===== src/rtl/iobuf_bank_pkg.sv =====
// iobuf_bank_pkg: shared types and widths for the IOBUF bank controller.
package iobuf_bank_pkg;

  // Requested pad mode as it arrives on the config bus
  typedef enum logic [1:0] {
    IN   = 2'b00,
    PP   = 2'b01,
    OD   = 2'b10,
    RSVD = 2'b11
  } mode_e;

  // Per-channel controller state
  typedef enum logic [1:0] {
    ST_IN   = 2'b00,
    ST_PP   = 2'b01,
    ST_OD   = 2'b10,
    ST_TURN = 2'b11
  } state_e;

  // Turnaround counter covers TURN_CYCLES up to 15
  localparam int unsigned TURN_CW = 4;
  // Fill counter covers SYNC_STAGES up to 4
  localparam int unsigned FILL_CW = 3;

  // Channel-select width; a single channel still gets a 1-bit select
  function automatic int unsigned chan_w(input int unsigned n);
    return (n > 1) ? $clog2(n) : 1;
  endfunction

endpackage


===== src/rtl/iobuf_bank_ctrl_if.sv =====
// iobuf_bank_ctrl_if: config handshake plus fabric-side data of the pad bank.
interface iobuf_bank_ctrl_if #(
  parameter int unsigned CHANNELS = 4
);
  localparam int unsigned CW = iobuf_bank_pkg::chan_w(CHANNELS);

  logic                cfg_valid;
  logic                cfg_ready;
  logic [CW-1:0]       cfg_chan;
  logic [1:0]          cfg_mode;
  logic [CHANNELS-1:0] wr_data;
  logic [CHANNELS-1:0] rd_data;
  logic [CHANNELS-1:0] rd_valid;

  // Fabric user side
  modport master (
    output cfg_valid, cfg_chan, cfg_mode, wr_data,
    input  cfg_ready, rd_data, rd_valid
  );

  // Controller side
  modport slave (
    input  cfg_valid, cfg_chan, cfg_mode, wr_data,
    output cfg_ready, rd_data, rd_valid
  );

endinterface


===== src/rtl/iobuf_chan.sv =====
// iobuf_chan: one pad channel - mode FSM, turnaround counter, input
// synchroniser, fill counter. Optional input glitch filter selected by
// IOBUF_GLITCH_FILTER_EN.
module iobuf_chan
  import iobuf_bank_pkg::*;
#(
  parameter int unsigned SYNC_STAGES = 2,
  parameter int unsigned TURN_CYCLES = 2
) (
  input  logic  clk,
  input  logic  rst_n,
  input  logic  cfg_hit,
  input  mode_e cfg_mode,
  input  logic  wr_bit,
  input  logic  pad_in,
  output logic  pad_o,
  output logic  pad_t,
  output logic  rd_data,
  output logic  rd_valid,
  output logic  in_turn_c
);

  state_e                 st;
  state_e                 st_nxt;
  mode_e                  req;
  logic [TURN_CW-1:0]     turn_cnt;
  logic [FILL_CW-1:0]     fill_cnt;
  logic [SYNC_STAGES-1:0] sync_q;
  logic                   sampling;

  assign in_turn_c = (st == ST_TURN);

  // Next-state decode; reserved mode behaves as input
  always_comb begin
    req    = (cfg_mode == RSVD) ? IN : cfg_mode;
    st_nxt = st;
    case (st)
      ST_IN: begin
        if (cfg_hit && req == PP)      st_nxt = ST_PP;
        else if (cfg_hit && req == OD) st_nxt = ST_OD;
      end
      ST_PP: begin
        if (cfg_hit && req == OD)      st_nxt = ST_OD;
        else if (cfg_hit && req == IN) st_nxt = ST_TURN;
      end
      ST_OD: begin
        if (cfg_hit && req == PP)      st_nxt = ST_PP;
        else if (cfg_hit && req == IN) st_nxt = ST_TURN;
      end
      ST_TURN: begin
        if (turn_cnt == '0)            st_nxt = ST_IN;
      end
      default: st_nxt = ST_IN;
    endcase
  end

  // Fill counting restarts whenever the channel enters IN/OD
  assign sampling = (st_nxt == st) && (st_nxt == ST_IN || st_nxt == ST_OD);

  // State, turnaround counter, registered pad drive and rd_valid
  always_ff @(posedge clk or negedge rst_n) begin
    if (!rst_n) begin
      st       <= ST_IN;
      turn_cnt <= '0;
      fill_cnt <= '0;
      pad_o    <= 1'b0;
      pad_t    <= 1'b1;
      rd_valid <= 1'b0;
    end else begin
      st <= st_nxt;
      if (st != ST_TURN && st_nxt == ST_TURN)
        turn_cnt <= TURN_CW'(TURN_CYCLES - 1);
      else if (st == ST_TURN && turn_cnt != '0)
        turn_cnt <= turn_cnt - TURN_CW'(1);
      pad_o <= (st_nxt == ST_PP) ? wr_bit : 1'b0;
      pad_t <= (st_nxt == ST_PP) ? 1'b0 : ((st_nxt == ST_OD) ? wr_bit : 1'b1);
      if (!sampling) begin
        fill_cnt <= '0;
        rd_valid <= 1'b0;
      end else begin
        if (fill_cnt < FILL_CW'(SYNC_STAGES - 1))
          fill_cnt <= fill_cnt + FILL_CW'(1);
        rd_valid <= (fill_cnt >= FILL_CW'(SYNC_STAGES - 1));
      end
    end
  end

  // Pad input synchroniser, runs in every state
  always_ff @(posedge clk or negedge rst_n) begin
    if (!rst_n) sync_q <= '0;
    else        sync_q <= {sync_q[SYNC_STAGES-2:0], pad_in};
  end

`ifdef IOBUF_GLITCH_FILTER_EN
  logic sync_d;

  // Accept a value once it spans the stage ahead, the output and the
  // previous output, i.e. it occupies the output for three cycles
  always_ff @(posedge clk or negedge rst_n) begin
    if (!rst_n) begin
      sync_d  <= 1'b0;
      rd_data <= 1'b0;
    end else begin
      sync_d <= sync_q[SYNC_STAGES-1];
      if (sync_q[SYNC_STAGES-2] == sync_q[SYNC_STAGES-1] &&
          sync_q[SYNC_STAGES-1] == sync_d)
        rd_data <= sync_q[SYNC_STAGES-1];
    end
  end
`else
  assign rd_data = sync_q[SYNC_STAGES-1];
`endif

endmodule


===== src/rtl/iobuf_bank_ctrl.sv =====
// iobuf_bank_ctrl: mode controller for a bank of bidirectional pads.
// Decodes the config target and muxes cfg_ready; per-pad logic lives in
// iobuf_chan. pad_o/pad_t/pad_i connect to the I/T/O pins of the pad IOBUFs.
// Optional input glitch filter: define IOBUF_GLITCH_FILTER_EN.
module iobuf_bank_ctrl
  import iobuf_bank_pkg::*;
#(
  parameter int unsigned CHANNELS    = 4,
  parameter int unsigned SYNC_STAGES = 2,
  parameter int unsigned TURN_CYCLES = 2
) (
  input  logic                clk,
  input  logic                rst_n,
  iobuf_bank_ctrl_if.slave    bus,
  input  logic [CHANNELS-1:0] pad_i,
  output logic [CHANNELS-1:0] pad_o,
  output logic [CHANNELS-1:0] pad_t
);

  localparam int unsigned CW = chan_w(CHANNELS);

  logic [CHANNELS-1:0] turn_c;
  logic [CHANNELS-1:0] hit_c;
  logic [CHANNELS-1:0] rd_data_w;
  logic [CHANNELS-1:0] rd_valid_w;
  logic                ready_c;

  // Busy only when the addressed channel is turning around; an
  // out-of-range channel never matches and is always ready
  always_comb begin
    ready_c = 1'b1;
    for (int unsigned k = 0; k < CHANNELS; k++)
      if (bus.cfg_chan == CW'(k) && turn_c[k]) ready_c = 1'b0;
  end

  // One-hot accept strobe per channel
  always_comb begin
    hit_c = '0;
    for (int unsigned k = 0; k < CHANNELS; k++)
      hit_c[k] = bus.cfg_valid && ready_c && (bus.cfg_chan == CW'(k));
  end

  assign bus.cfg_ready = ready_c;
  assign bus.rd_data   = rd_data_w;
  assign bus.rd_valid  = rd_valid_w;

  for (genvar g = 0; g < CHANNELS; g++) begin : g_chan
    iobuf_chan #(
      .SYNC_STAGES (SYNC_STAGES),
      .TURN_CYCLES (TURN_CYCLES)
    ) u_chan (
      .clk       (clk),
      .rst_n     (rst_n),
      .cfg_hit   (hit_c[g]),
      .cfg_mode  (mode_e'(bus.cfg_mode)),
      .wr_bit    (bus.wr_data[g]),
      .pad_in    (pad_i[g]),
      .pad_o     (pad_o[g]),
      .pad_t     (pad_t[g]),
      .rd_data   (rd_data_w[g]),
      .rd_valid  (rd_valid_w[g]),
      .in_turn_c (turn_c[g])
    );
  end

endmodule


===== src/flat_wrapper.sv =====
// flat-port wrapper written by rule: the top's interface ports become plain ports
module iobuf_bank_ctrl_flat import iobuf_bank_pkg::*;
#(
  parameter int unsigned CHANNELS    = 4,
  parameter int unsigned SYNC_STAGES = 2,
  parameter int unsigned TURN_CYCLES = 2
)
  (clk, rst_n, pad_i, pad_o, pad_t, bus_cfg_valid, bus_cfg_chan, bus_cfg_mode, bus_wr_data, bus_cfg_ready, bus_rd_data, bus_rd_valid);
  iobuf_bank_ctrl_if #(.CHANNELS(CHANNELS)) bus_i ();
  input  logic clk;
  input  logic rst_n;
  input  logic [CHANNELS-1:0] pad_i;
  output logic [CHANNELS-1:0] pad_o;
  output logic [CHANNELS-1:0] pad_t;
  input wire logic [$bits(bus_i.cfg_valid)-1:0] bus_cfg_valid;
  input wire logic [$bits(bus_i.cfg_chan)-1:0] bus_cfg_chan;
  input wire logic [$bits(bus_i.cfg_mode)-1:0] bus_cfg_mode;
  input wire logic [$bits(bus_i.wr_data)-1:0] bus_wr_data;
  output wire logic [$bits(bus_i.cfg_ready)-1:0] bus_cfg_ready;
  output wire logic [$bits(bus_i.rd_data)-1:0] bus_rd_data;
  output wire logic [$bits(bus_i.rd_valid)-1:0] bus_rd_valid;
  assign bus_i.cfg_valid = bus_cfg_valid;
  assign bus_i.cfg_chan = bus_cfg_chan;
  assign bus_i.cfg_mode = bus_cfg_mode;
  assign bus_i.wr_data = bus_wr_data;
  assign bus_cfg_ready = bus_i.cfg_ready;
  assign bus_rd_data = bus_i.rd_data;
  assign bus_rd_valid = bus_i.rd_valid;
  iobuf_bank_ctrl #(.CHANNELS(CHANNELS), .SYNC_STAGES(SYNC_STAGES), .TURN_CYCLES(TURN_CYCLES)) u_core (.clk(clk), .rst_n(rst_n), .bus(bus_i), .pad_i(pad_i), .pad_o(pad_o), .pad_t(pad_t));
endmodule

===== config.mk =====
export PLATFORM = sky130hd
export DESIGN_NAME = iobuf_bank_ctrl_flat
export DESIGN_NICKNAME = d
export VERILOG_FILES = /design/src/rtl/iobuf_bank_pkg.sv /design/src/rtl/iobuf_bank_ctrl_if.sv /design/src/rtl/iobuf_chan.sv /design/src/rtl/iobuf_bank_ctrl.sv /design/src/flat_wrapper.sv
export SDC_FILE = /design/constraint.sdc
export NUM_CORES = 1
export LEC_CHECK = 0
export CORE_ASPECT_RATIO = 0.8
export CORE_UTILIZATION = 45
export DETAILED_ROUTE_END_ITERATION = 6
export GPL_TIMING_DRIVEN = 0
export PLACE_DENSITY = 0.68
export SYNTH_ARGS = -nofsm -noshare
export SYNTH_HDL_FRONTEND = slang
export SYNTH_SLANG_ARGS = --single-unit

===== constraint.sdc =====
create_clock -name clk -period 2.25 [get_ports clk]
set_input_delay 0.3375 -clock clk [delete_from_list [all_inputs] [get_ports clk]]
set_output_delay 0.3375 -clock clk [all_outputs]
set_load 0.01 [all_outputs]

=== Word-level counts from Yosys, hierarchy flattened ===
Index checks and enable logic that the tools add are counted.

* Add/sub/neg operators: 8
* Multipliers: 0
* Divide/modulo/power cells: 0
* Magnitude comparators: 8
* Equal/unequal tests: 42
* Shifts and indexed selects: 0
* Muxes and demuxes: 65
* Bitwise gates (word level): 0
* Reductions and logical operators: 59

{| class="wikitable"
|+ Operator list
! cell !! count
|-
| $mux W2 || 25
|-
| $eq A2 B2 Y1 const B || 20
|-
| $logic_and A1 B1 Y1 || 33
|-
| $mux W4 || 8
|-
| $pmux W2 S4 || 4
|-
| $mux W3 || 8
|-
| $eq A2 B1 Y1 const B || 10
|-
| $logic_not A2 Y1 || 10
|-
| $mux W1 || 20
|-
| $logic_not A4 Y1 || 4
|-
| $reduce_bool A4 Y1 || 4
|-
| $sub A4 B1 Y4 const B || 4
|-
| $add A3 B1 Y3 const B || 4
|-
| $ge A3 B1 Y1 const B || 4
|-
| $lt A3 B1 Y1 const B || 4
|-
| $eq A2 B2 Y1 || 4
|-
| $ne A2 B1 Y1 const B || 4
|-
| $ne A2 B2 Y1 const B || 4
|-
| $reduce_bool A2 Y1 || 4
|-
| $logic_or A1 B1 Y1 || 4
|}

* Register bits after elaboration: 56
* Bits in latches: 0
* Memory bits (writable): 0
* Memory bits (read-only): 0
* Input port bits: 15
* Logic and storage cells: 210
* Memories: 0

=== Logic depth before layout (Yosys ltp) ===
Gate-level depths: netlist (run 1).

* Depth after elaboration: 16
* Mapped depth: 7

=== By module ===
A second synthesis (run 1) with hierarchy kept.

* Cell total of the unflattened synthesis: 323
* Area total of the unflattened synthesis: 3,116.7 um2

{| class="wikitable"
|+ Modules (own cells, without submodules)
! module !! times used !! cells an instance !! area each (um2) !! sequential area each (um2)
|-
| iobuf_chan || 4 || 79 || 763.2 || 351.6
|-
| iobuf_bank_ctrl || 1 || 7 || 63.8 || 0.0
|}

=== Least setup slack after synthesis (run 1) ===
OpenSTA, ideal clock, no wires.

* Kind: input to register
* Start: input port bus_cfg_mode[0]
* End: register u_core.g_chan[3].u_chan.turn_cnt[1]
* Library setup time: 142 ps
* Arrival time: 1,736 ps
* Data required time: 2,108 ps
* Path slack: 372 ps
* Stages on the path: 7
* Buffers on the path: 1
* Path through: inv_1 -> ha_1 -> bufbuf_16 -> o21ai_0 -> o32a_1 -> a221oi_2 -> o32ai_1

* Cells in the longest elaborated chain, start to end: 10
* Elaborated cells between the ends (all ways): 18
* Classes of those cells: 4 x eq/ne; 8 x mux; 6 x reduce/logical

{| class="wikitable"
|+ RTL lines
! item !! line !! source
|-
| start: declaration || flat_wrapper.sv:17 || <nowiki>input wire logic [$bits(bus_i.cfg_mode)-1:0] bus_cfg_mode;</nowiki>
|-
| $eq A2 B2 Y1 || iobuf_chan.sv:35 || <nowiki>req = (cfg_mode == RSVD) ? IN : cfg_mode;</nowiki>
|-
| $mux W2 * || iobuf_chan.sv:35 ||
|-
| $eq A2 B2 Y1 / $logic_not A2 Y1 (equally long branches) || n/a ||
|-
| $logic_and A1 B1 Y1 (on tied branches) || n/a ||
|-
| $mux W2 (on tied branches) || iobuf_chan.sv:40, iobuf_chan.sv:44, iobuf_chan.sv:48 ||
|-
| $mux W2 (on tied branches) || iobuf_chan.sv:39, iobuf_chan.sv:43, iobuf_chan.sv:47 ||
|-
| $pmux W2 S4 * || iobuf_chan.sv:37 || <nowiki>case (st)</nowiki>
|-
| $eq A2 B2 Y1 * || iobuf_chan.sv:71 || <nowiki>if (st != ST_TURN && st_nxt == ST_TURN)</nowiki>
|-
| $logic_and A1 B1 Y1 * || iobuf_chan.sv:71 ||
|-
| $mux W4 / $reduce_bool A2 Y1 (equally long branches) || n/a ||
|-
| end signal: assignment || iobuf_chan.sv:72 || <nowiki>turn_cnt <= TURN_CW'(TURN_CYCLES - 1);</nowiki>
|-
| end signal: assignment || iobuf_chan.sv:74 || <nowiki>turn_cnt <= turn_cnt - TURN_CW'(1);</nowiki>
|-
| end: declaration || iobuf_chan.sv:26 || <nowiki>logic [TURN_CW-1:0] turn_cnt;</nowiki>
|}

Mark *: on every way between the ends. The rest lies on a longest branch, timed or not.
A chain may end at the register's enable or synchronous reset.

=== Final worst setup path (run 1) ===
Same ends and word-level chain as after synthesis.

==> flow_metrics.env, run 1 <==
export IMPL_r2r_slack_ns=0.22
export IMPL_fin_cells=415
export IMPL_crit_type="input port to register"
export IMPL_drt_pass1_iterations=4
export IMPL_io_buffers=31
export IMPL_slowest_stage="clkdlybuf4s50_1"
export IMPL_max_slew_margin_pct=57.1
export IMPL_grtUsageMet3_pct=3.29
export IMPL_timing_hold_ws_ns=0.0388
export IMPL_io_pins=32
export IMPL_antenna_found_initial=0
export IMPL_yosys_area_top_type="dfrtp_1"
export IMPL_busiest_layer="met2"
export IMPL_p_sw_w=0.00160
export IMPL_power_share_clock_pct=13.0
export IMPL_synth_top_flop_cell="dfrtp_1"
export IMPL_synth_xor_area_share_pct=0.858
export IMPL_worstHoldPathType="input port to async pin"
export IMPL_internal_power_w=0.00265
export IMPL_powerDensity_nw_per_um2=1170
export IMPL_worst_r2r_path_depth=6
export IMPL_final_antenna_net_count=0
export IMPL_p_comb_share_pct=46.3
export IMPL_synth_top_family_by_area="compound AO/OA/AOI/OAI gates"
export IMPL_die_area_sq_um=7140
export IMPL_synth_area_sq_um=3060
export IMPL_cts_root_buf="clkbuf_8"
export IMPL_yosysTopAreaCellShare_pct=42.5
export IMPL_wire_per_inst_microns=13.5
export IMPL_synth_compound_area_share_pct=18.4
export IMPL_cap_violations=0
export IMPL_synth_fa_ha_area_share_pct=5.72
export IMPL_yosys_warnings=0
export IMPL_sw_frac_of_total_pct=37.7
export IMPL_gp_congestion=0.791
export IMPL_hold_violations=0
export IMPL_synth_enable_flop_cells=0
export IMPL_grtUsageTotal_pct=17.3
export IMPL_layout_min_cycle_time_ns=2.15
export IMPL_timing_rr_start="u_core.g_chan[0].u_chan.turn_cnt[0]$_DFFE_PN0P_"
export IMPL_initialDrtViolationCount=150
export IMPL_synth_most_common_cell="dfrtp_1"
export IMPL_synth_seq_cells=56
export IMPL_maxClockFrequency_mhz=466
export IMPL_ys_top_cells_by_count="dfrtp_1, inv_1, nor2_1"
export IMPL_required_ns=2.44
export IMPL_final_seq_area_sq_um=1410
export IMPL_dpl_hpwl_microns=4050
export IMPL_core_sq_um=6470
export IMPL_seqPwrFrac_pct=40.7
export IMPL_grt_pass1_vias=2033
export IMPL_grt_first_pass_wirelength_microns=9560
export IMPL_viasPerCell=5.38
export IMPL_synth_area_per_cell_sq_um=10.3
export IMPL_grt_max_degree=31
export IMPL_start_util_pct=47.3
export IMPL_rsz0062_at_grt="false"
export IMPL_vdd_drop_max_mv=0.503
export IMPL_vias=2234
export IMPL_die_w_microns=94.2
export IMPL_drt_wl_total_microns=5590
export IMPL_final_setup_skew_ns=0.0108
export IMPL_grt_use_met2_pct=27.9
export IMPL_p_total_w=0.00425
export IMPL_cts_sinks=56
export IMPL_r2r_end="u_core.g_chan[0].u_chan.pad_o$_DFF_PN0_"
export IMPL_num_rows=26
export IMPL_tightest_slew_ns=0.642
export IMPL_place_area_sq_um=3490
export IMPL_tritoncts="yes"
export IMPL_endpoint_kind="register"
export IMPL_dp_cells=412
export IMPL_fp_dieH_microns=75.8
export IMPL_ctsHoldBuffers=0
export IMPL_finalCritPeriodShare_pct=95.4
export IMPL_fillers=580
export IMPL_synth_cell_type_count=59
export IMPL_diodes=0
export IMPL_synthMuxAreaShare_pct=2.08
export IMPL_synthToLayoutAreaGrowth_pct=18.3
export IMPL_worstSkewPairLatency_ns=0.31
export IMPL_htreeDepth=2
export IMPL_cts_max_path_buffers=2
export IMPL_synth_simple_gate_area_share_pct=17.7
export IMPL_critPathLaunchType="input port"
export IMPL_multiInputGateArea_sq_um=1420
export IMPL_worstPathArrival_ns=2.33
export IMPL_clk_pin_slew_ns=0.11
export IMPL_slowest_delay_ns=0.50
export IMPL_crit_chain="clkdlybuf4s50_1, inv_1, ha_1, o21ai_1, o32a_1, a221oi_4, o32ai_1"
export IMPL_synth_nets=325
export IMPL_final_cell_area_sq_um=3620
export IMPL_setup_viol=0
export IMPL_cp_num_buf_inv=2
export IMPL_layout_drive_gt1_share_pct=16.6
export IMPL_ys_seq_area_share_pct=45.9
export IMPL_status="finished, final reports clean"
export IMPL_synthCells=296
export IMPL_synth_async_reset_ratio_pct=100
export IMPL_cp_top_family="compound AO/OA/AOI/OAI gates"
export IMPL_grtUsageMet1_pct=24.2
export IMPL_path_max_fanout=6
export IMPL_postLayoutCoreUtil_pct=55.9
export IMPL_leakage_nw=1.57
export IMPL_final_nets=359
export IMPL_cts_buffers=5
export IMPL_gr_total_overflow=0
export IMPL_yosys_top_cells_area="dfrtp_1, ha_1, buf_4"
export IMPL_slew_violations=0
export IMPL_drc=0
## timing repair
action	4_1_cts	5_1_grt
endpoints found under the setup margin	10	18
setup buffers	0	0
cloned	0	0
resized for setup	17	2
pin swaps	0	3
## cells by family (layout without fill, tap and decap cells)
kind of cell / count (synthesis) / in the layout
adder cells (fa/ha/maj): 14 / 14
XOR/XNOR: 3 / 3
AND/OR/NAND/NOR: 95 / 95
flip-flops: 56 / 56
multiplexers: 5 / 5
AO/OA/AOI/OAI: 75 / 75
buffers and inverters: 48 / 83
## flip-flops by register name, indices dropped and copies added (netlist names)
register and flops:
u_core.g_chan.u_chan.turn_cnt 16, u_core.g_chan.u_chan.pad_o 4, u_core.g_chan.u_chan.st 8, u_core.g_chan.u_chan.rd_valid 4, u_core.g_chan.u_chan.sync_q 8, u_core.g_chan.u_chan.pad_t 4
u_core.g_chan.u_chan.fill_cnt 12
## layout make-up
cell class	count	area share (%)
Sequential cell	56	39.0
Inverter	21	2.18
Buffer	22	5.25
Clock inverter	3	0.587
Timing Repair Buffer	32	8.88
Multi-Input combinational cell	192	39.3
Tap cell	84	2.90
Clock buffer	5	1.90
## power by group through the flow
stage          Combinational [W]  Sequential [W]  Clock (W)
3_5_place_dp             0.00199         0.00165          0
6_report                 0.00197         0.00173   0.000554
2_1_floorplan            0.00147         0.00160          0
4_1_cts                  0.00198         0.00172   0.000577
3_3_place_gp             0.00194         0.00164          0
5_1_grt                  0.00220         0.00179   0.000617
## stage by stage
step,TNS [ns],setup slack [ns]
6_report,0,0.103
5_1_grt,0,0.000689
4_1_cts,0,0.00621
3_5_place_dp,-6.94,-0.406
3_3_place_gp,-56.48,-0.937
2_1_floorplan,0,0.372
## per-layer routing
| layer | vias to the layer above | wire length, microns |
|---|---|---|
| met5 | - | 0 |
| li1 | 1120 | - |
| met2 | 31 | 2480 |
| met1 | 1078 | 2940 |
| met4 | 0 | 53 |
| met3 | 5 | 115 |
## how the worst max path moves through the flow
stage                                                            endpoint  cells past startpoint  slack, ns             from
after floorplan           u_core.g_chan[3].u_chan.turn_cnt[1]$_DFFE_PN0P_                      7       0.37  bus_cfg_mode[0]
after global placement    u_core.g_chan[2].u_chan.fill_cnt[1]$_DFFE_PN0P_                      1      -0.94            rst_n
after detailed placement  u_core.g_chan[3].u_chan.turn_cnt[1]$_DFFE_PN0P_                      7      -0.41  bus_cfg_mode[0]
after CTS                 u_core.g_chan[1].u_chan.turn_cnt[1]$_DFFE_PN0P_                      8      0.006  bus_cfg_mode[1]
after global routing      u_core.g_chan[3].u_chan.turn_cnt[2]$_DFFE_PN0P_                      7     0.0007  bus_cfg_mode[0]
final                     u_core.g_chan[3].u_chan.turn_cnt[1]$_DFFE_PN0P_                      7       0.10  bus_cfg_mode[0]
## layout by cell type, fill, tap and decap left out, types with 3 or more instances in the layout
cell             instances
a21o_1                   4
a21oi_1                 12
a221oi_4                 3
a31oi_1                  4
a41oi_1                  4
and3_1                   4
and3b_1                  3
buf_4                   19
clkbuf_8                 5
clkdlybuf4s50_1         27
dfrtp_1                 47
dfrtp_2                  5
dfstp_2                  4
dlygate4sd2_1            3
ha_1                    13
inv_1                   21
mux2i_1                  3
nand2_1                 13
nand2_2                  3
nand2b_1                 6
nand3_1                  5
nand3b_1                 5
nor2_1                  19
nor2b_1                  4
nor3_1                   6
nor3b_1                  5
nor4_1                   3
o21a_1                   8
o21ai_0                  8
o21bai_1                 4
o22a_1                   5
o32ai_1                  3
or3_1                    6
No activity file was read; power rests on OpenSTA's default activity.
==> run 2, diff against run 1 <==
--- a/config.mk
+++ b/config.mk
@@ -8,8 +8,10 @@
 export CORE_ASPECT_RATIO = 0.8
 export CORE_UTILIZATION = 45
 export DETAILED_ROUTE_END_ITERATION = 6
+export GPL_ROUTABILITY_DRIVEN = 0
 export GPL_TIMING_DRIVEN = 0
 export PLACE_DENSITY = 0.68
+export SLEW_MARGIN = 10
 export SYNTH_ARGS = -nofsm -noshare
 export SYNTH_HDL_FRONTEND = slang
 export SYNTH_SLANG_ARGS = --single-unit
==> flow_metrics.env, run 2 (synthesis gave the netlist of run 1 again) <==
export IMPL_postLayoutCoreUtil_pct=56.5
export IMPL_core_sq_um=6470
export IMPL_grt_max_degree=57
export IMPL_wire_per_inst_microns=13.6
export IMPL_worstHoldPathType="input port to async pin"
export IMPL_sw_frac_of_total_pct=35.8
export IMPL_slowest_stage="clkdlybuf4s50_1"
export IMPL_grt_pass1_vias=2052
export IMPL_top_register="u_core.g_chan.u_chan.turn_cnt"
export IMPL_largest_reg_flops=16
export IMPL_p_comb_share_pct=44.5
export IMPL_drt_wl_total_microns=5640
export IMPL_slew_violations=0
export IMPL_num_rows=26
export IMPL_critPathLaunchType="input port"
export IMPL_slowest_delay_ns=0.50
export IMPL_cts_sinks=56
export IMPL_final_setup_skew_ns=0.00471
export IMPL_diodes=0
export IMPL_die_w_microns=94.2
export IMPL_layout_drive_gt1_share_pct=16.6
export IMPL_cts_buffers=5
export IMPL_timing_hold_ws_ns=0.0542
export IMPL_vdd_drop_max_mv=0.576
export IMPL_dpl_hpwl_microns=3960
export IMPL_p_sw_w=0.00161
export IMPL_viasPerCell=5.51
export IMPL_final_nets=359
export IMPL_ctsHoldBuffers=0
export IMPL_endpoint_kind="register"
export IMPL_status="finished, final reports clean"
export IMPL_io_pins=32
export IMPL_mostFrequentLayoutCell="dfrtp_1"
export IMPL_cap_violations=0
export IMPL_max_slew_margin_pct=53.6
export IMPL_drt_pass1_iterations=4
export IMPL_cp_num_buf_inv=2
export IMPL_path_max_fanout=6
export IMPL_finalCritPeriodShare_pct=95.1
export IMPL_crit_type="input port to register"
export IMPL_antenna_found_initial=0
export IMPL_final_cell_mix="dfrtp_1, clkdlybuf4s50_1, inv_1, buf_4, nor2_1"
export IMPL_synthToLayoutAreaGrowth_pct=19.5
export IMPL_drc=0
export IMPL_maxClockFrequency_mhz=468
export IMPL_fillers=581
export IMPL_start_util_pct=47.3
export IMPL_leakage_nw=1.60
export IMPL_worstSkewPairLatency_ns=0.31
export IMPL_io_buffers=31
export IMPL_worstPathArrival_ns=2.32
export IMPL_tritoncts="yes"
export IMPL_grt_first_pass_wirelength_microns=9570
export IMPL_die_area_sq_um=7140
export IMPL_cp_top_family="compound AO/OA/AOI/OAI gates"
export IMPL_cts_max_path_buffers=2
export IMPL_powerDensity_nw_per_um2=1230
export IMPL_clk_pin_slew_ns=0.10
export IMPL_hold_violations=0
export IMPL_crit_chain="clkdlybuf4s50_1, inv_1, ha_1, o21ai_1, o32a_1, a221oi_4, o32ai_1"
export IMPL_setup_viol=0
export IMPL_power_share_clock_pct=17.4
export IMPL_grtUsageTotal_pct=17.4
export IMPL_rsz0062_at_grt="false"
export IMPL_seqPwrFrac_pct=38.1
export IMPL_tightest_slew_ns=0.697
export IMPL_layout_min_cycle_time_ns=2.14
export IMPL_internal_power_w=0.00288
export IMPL_vias=2287
export IMPL_fp_dieH_microns=75.8
export IMPL_gr_total_overflow=0
export IMPL_cts_root_buf="clkbuf_8"
export IMPL_final_antenna_net_count=0
export IMPL_initialDrtViolationCount=126
export IMPL_reg_top3="u_core.g_chan.u_chan.turn_cnt x16, u_core.g_chan.u_chan.fill_cnt x12"
export IMPL_required_ns=2.43
export IMPL_htreeDepth=2
run 2: final timing paths:
| check | slack (ns) | start | to | cells past startpoint |
|---|---|---|---|---|
| setup / recovery | 0.11 | bus_cfg_mode[0] | u_core.g_chan[3].u_chan.turn_cnt[1]$_DFFE_PN0P_ | 7 |
| hold / removal | 0.05 | rst_n | u_core.g_chan[0].u_chan.pad_o$_DFF_PN0_ | 1 |
| setup reg to reg | 0.20 | u_core.g_chan[1].u_chan.turn_cnt[0]$_DFFE_PN0P_ | u_core.g_chan[1].u_chan.pad_o$_DFF_PN0_ | 6 |
| hold reg to reg | 0.36 | u_core.g_chan[0].u_chan.sync_q[0]$_DFF_PN0_ | u_core.g_chan[0].u_chan.sync_q[1]$_DFF_PN0_ | 0 |
| max in group asynchronous | 1.67 | rst_n | u_core.g_chan[1].u_chan.st[1]$_DFF_PN0_ | 1 |
| min in group clk | 0.36 | u_core.g_chan[0].u_chan.sync_q[0]$_DFF_PN0_ | u_core.g_chan[0].u_chan.sync_q[1]$_DFF_PN0_ | 0 |
run 2: area by class of cell:
type                    instances  area (sq um)  area share [%]
well taps                      84           105            2.87
clock buffers                   5          68.8            1.88
inverters                      21          78.8            2.15
multi-input cells             192          1420            38.9
flip-flops and latches         56          1410            38.6
plain buffers                  22           190            5.20
repair buffers                 32           312            8.52
clock inverters                 3          68.8            1.88
run 2: power by group through the flow:
stage / Clock, W / Combinational [W] / Sequential (W)
detailed placement: 0 / 0.00199 / 0.00165
global route: 0.000838 / 0.00223 / 0.00177
global placement: 0 / 0.00194 / 0.00164
CTS: 0.000801 / 0.00200 / 0.00171
floorplan: 0 / 0.00147 / 0.00160
finish: 0.000780 / 0.00200 / 0.00171
run 2: through the flow:
stage          worst slack [ns]  instance area (sq um)  cells  setup TNS [ns]  total power [W]
3_5_place_dp             -0.406                   3470    411           -7.01          0.00364
4_1_cts                  0.0309                   3650    415               0          0.00450
2_1_floorplan             0.372                   3060    296               0          0.00307
6_report                  0.111                   3660    415               0          0.00449
5_1_grt                 0.00123                   3660    415               0          0.00484
3_3_place_gp             -0.937                   3480    411          -56.48          0.00358
run 2: what timing repair did:
action / in CTS / in global routing
buffers inserted: 1 / 0
pin swaps: 1 / 3
gates resized for setup: 17 / 2
setup endpoints to repair: 12 / 10
run 2: layer usage:
layer / part of all wire (%) / global-route usage, %
met1: 50 / 24.4
met3: 3.4 / 3.29
met2: 45 / 28.3
met5: 0 / 0
met4: 0.80 / 4.10
==> run 3, diff against run 2 <==
--- a/config.mk
+++ b/config.mk
@@ -6,9 +6,10 @@
 export NUM_CORES = 1
 export LEC_CHECK = 0
 export CORE_ASPECT_RATIO = 0.8
+export CORE_MARGIN = 10
 export CORE_UTILIZATION = 45
 export DETAILED_ROUTE_END_ITERATION = 6
-export GPL_ROUTABILITY_DRIVEN = 0
+export GPL_ROUTABILITY_DRIVEN = 1
 export GPL_TIMING_DRIVEN = 0
 export PLACE_DENSITY = 0.68
 export SLEW_MARGIN = 10
==> flow_metrics.env, run 3 (synthesis gave the netlist of run 1 again) <==
export IMPL_gp_congestion=0.849
export IMPL_crit_type="input port to register"
export IMPL_required_ns=2.43
export IMPL_final_antenna_net_count=0
export IMPL_rsz0062_at_grt="false"
export IMPL_dp_slack_ns=-0.437
export IMPL_reg_top3="u_core.g_chan.u_chan.turn_cnt x16, u_core.g_chan.u_chan.fill_cnt x12"
export IMPL_critPathLaunchType="input port"
export IMPL_grt_first_pass_wirelength_microns=10300
export IMPL_cap_violations=0
export IMPL_cts_max_path_buffers=2
export IMPL_grt_pass1_vias=2203
export IMPL_worst_r2r_path_depth=6
export IMPL_worstSkewPairLatency_ns=0.31
export IMPL_powerDensity_nw_per_um2=1200
export IMPL_layout_min_cycle_time_ns=2.19
export IMPL_final_nets=359
export IMPL_clk_pin_slew_ns=0.10
export IMPL_ctsHoldBuffers=0
export IMPL_viasPerCell=5.43
export IMPL_final_cell_area_sq_um=3640
export IMPL_die_w_microns=112
export IMPL_setup_viol=0
export IMPL_tightest_slew_ns=0.694
export IMPL_tritoncts="yes"
export IMPL_cts_root_buf="clkbuf_8"
export IMPL_mostFrequentLayoutCell="dfrtp_1"
export IMPL_worstPathArrival_ns=2.37
export IMPL_finalCritPeriodShare_pct=97.3
export IMPL_diodes=0
export IMPL_io_pins=32
export IMPL_io_buffers=31
export IMPL_status="finished, final reports clean"
export IMPL_drt_wl_total_microns=5930
export IMPL_fillers=596
export IMPL_r2r_slack_ns=0.24
export IMPL_fin_cells=415
export IMPL_cts_buffers=5
export IMPL_hold_violations=0
export IMPL_final_setup_skew_ns=0.00772
export IMPL_grtUsageTotal_pct=11.4
export IMPL_worstHoldPathType="input port to async pin"
export IMPL_p_total_w=0.00437
export IMPL_maxClockFrequency_mhz=457
export IMPL_vdd_drop_max_mv=0.518
export IMPL_die_area_sq_um=10500
export IMPL_fp_dieH_microns=93.8
export IMPL_antenna_found_initial=0
export IMPL_wire_per_inst_microns=14.3
export IMPL_num_rows=26
export IMPL_dpl_hpwl_microns=4260
export IMPL_core_sq_um=6510
export IMPL_layout_drive_gt1_share_pct=16.9
export IMPL_synthToLayoutAreaGrowth_pct=18.8
export IMPL_slew_violations=0
export IMPL_top_register="u_core.g_chan.u_chan.turn_cnt"
export IMPL_vias=2254
export IMPL_leakage_nw=1.58
export IMPL_largest_reg_flops=16
export IMPL_endpoint_kind="register"
export IMPL_postLayoutCoreUtil_pct=55.9
export IMPL_gr_total_overflow=0
export IMPL_path_max_fanout=10
export IMPL_drt_pass1_iterations=4
export IMPL_htreeDepth=2
export IMPL_initialDrtViolationCount=141
export IMPL_max_slew_margin_pct=53.7
export IMPL_place_area_sq_um=3470
export IMPL_grt_max_degree=57
export IMPL_start_util_pct=47.1
export IMPL_drc=0
export IMPL_dp_cells=411
export IMPL_setup_ws_ns=0.0604
export IMPL_cts_sinks=56
export IMPL_final_cell_mix="dfrtp_1, clkdlybuf4s50_1, inv_1, buf_4, nor2_1"
[run 3: routing by layer]
layer | wire length (microns) | track usage, % | up-vias
met5 | 0 | 0 | -
met4 | 46 | 2.95 | 0
met3 | 269 | 3.13 | 5
met2 | 2770 | 18.4 | 36
met1 | 2840 | 14.9 | 1093
li1 | - | - | 1120
[run 3: area by class of cell]
| type | count | area, sq um | share of cell area, % |
|---|---|---|---|
| buffer | 22 | 190 | 5.23 |
| clock buffer | 5 | 68.8 | 1.89 |
| clock inverter | 3 | 46.3 | 1.27 |
| inverter | 21 | 78.8 | 2.17 |
| multi-input combinational | 192 | 1430 | 39.2 |
| sequential | 56 | 1410 | 38.8 |
| tap | 84 | 105 | 2.89 |
| timing repair buffer | 32 | 312 | 8.56 |
[run 3: what timing repair did]
action | CTS | global route
buffers inserted | 1 | 0
gates resized for setup | 16 | 4
pin swaps | 1 | 2
setup endpoints to repair | 11 | 11
[run 3: report_power, final]
group | switching [W] | internal [W]
Combinational | 0.000962 | 0.00104
Sequential | 0.000311 | 0.00139
Clock | 0.000333 | 0.000336
[run 3: worst paths after layout]
check | startpoint | end
worst max register to register | u_core.g_chan[0].u_chan.turn_cnt[0]$_DFFE_PN0P_ | u_core.g_chan[0].u_chan.pad_o$_DFF_PN0_
worst max-delay path | bus_cfg_mode[1] | u_core.g_chan[3].u_chan.turn_cnt[1]$_DFFE_PN0P_
worst min-delay path | rst_n | u_core.g_chan[3].u_chan.fill_cnt[1]$_DFFE_PN0P_
min in group clk | u_core.g_chan[0].u_chan.sync_q[0]$_DFF_PN0_ | u_core.g_chan[0].u_chan.sync_q[1]$_DFF_PN0_
max in group asynchronous | rst_n | u_core.g_chan[2].u_chan.st[0]$_DFF_PN0_
worst min register to register | u_core.g_chan[0].u_chan.sync_q[0]$_DFF_PN0_ | u_core.g_chan[0].u_chan.sync_q[1]$_DFF_PN0_
[run 3: worst max-delay path, cell delays in order]
cell             delay (ns)
clkdlybuf4s50_1        0.50
ha_2                   0.17
bufbuf_16              0.25
o21ai_1                0.14
o32a_1                 0.44
a221oi_4               0.37
o32ai_1                0.16
[run 3: metrics by stage]
| stage | TNS [ns] | hold WS [ns] |
|---|---|---|
| 5_1_grt | 0 | 0.117 |
| 4_1_cts | 0 | 0.0933 |
| 3_3_place_gp | -55.32 | 0.332 |
| 6_report | 0 | 0.0620 |
| 3_5_place_dp | -7.06 | 0.336 |
| 2_1_floorplan | 0 | 0.0419 |
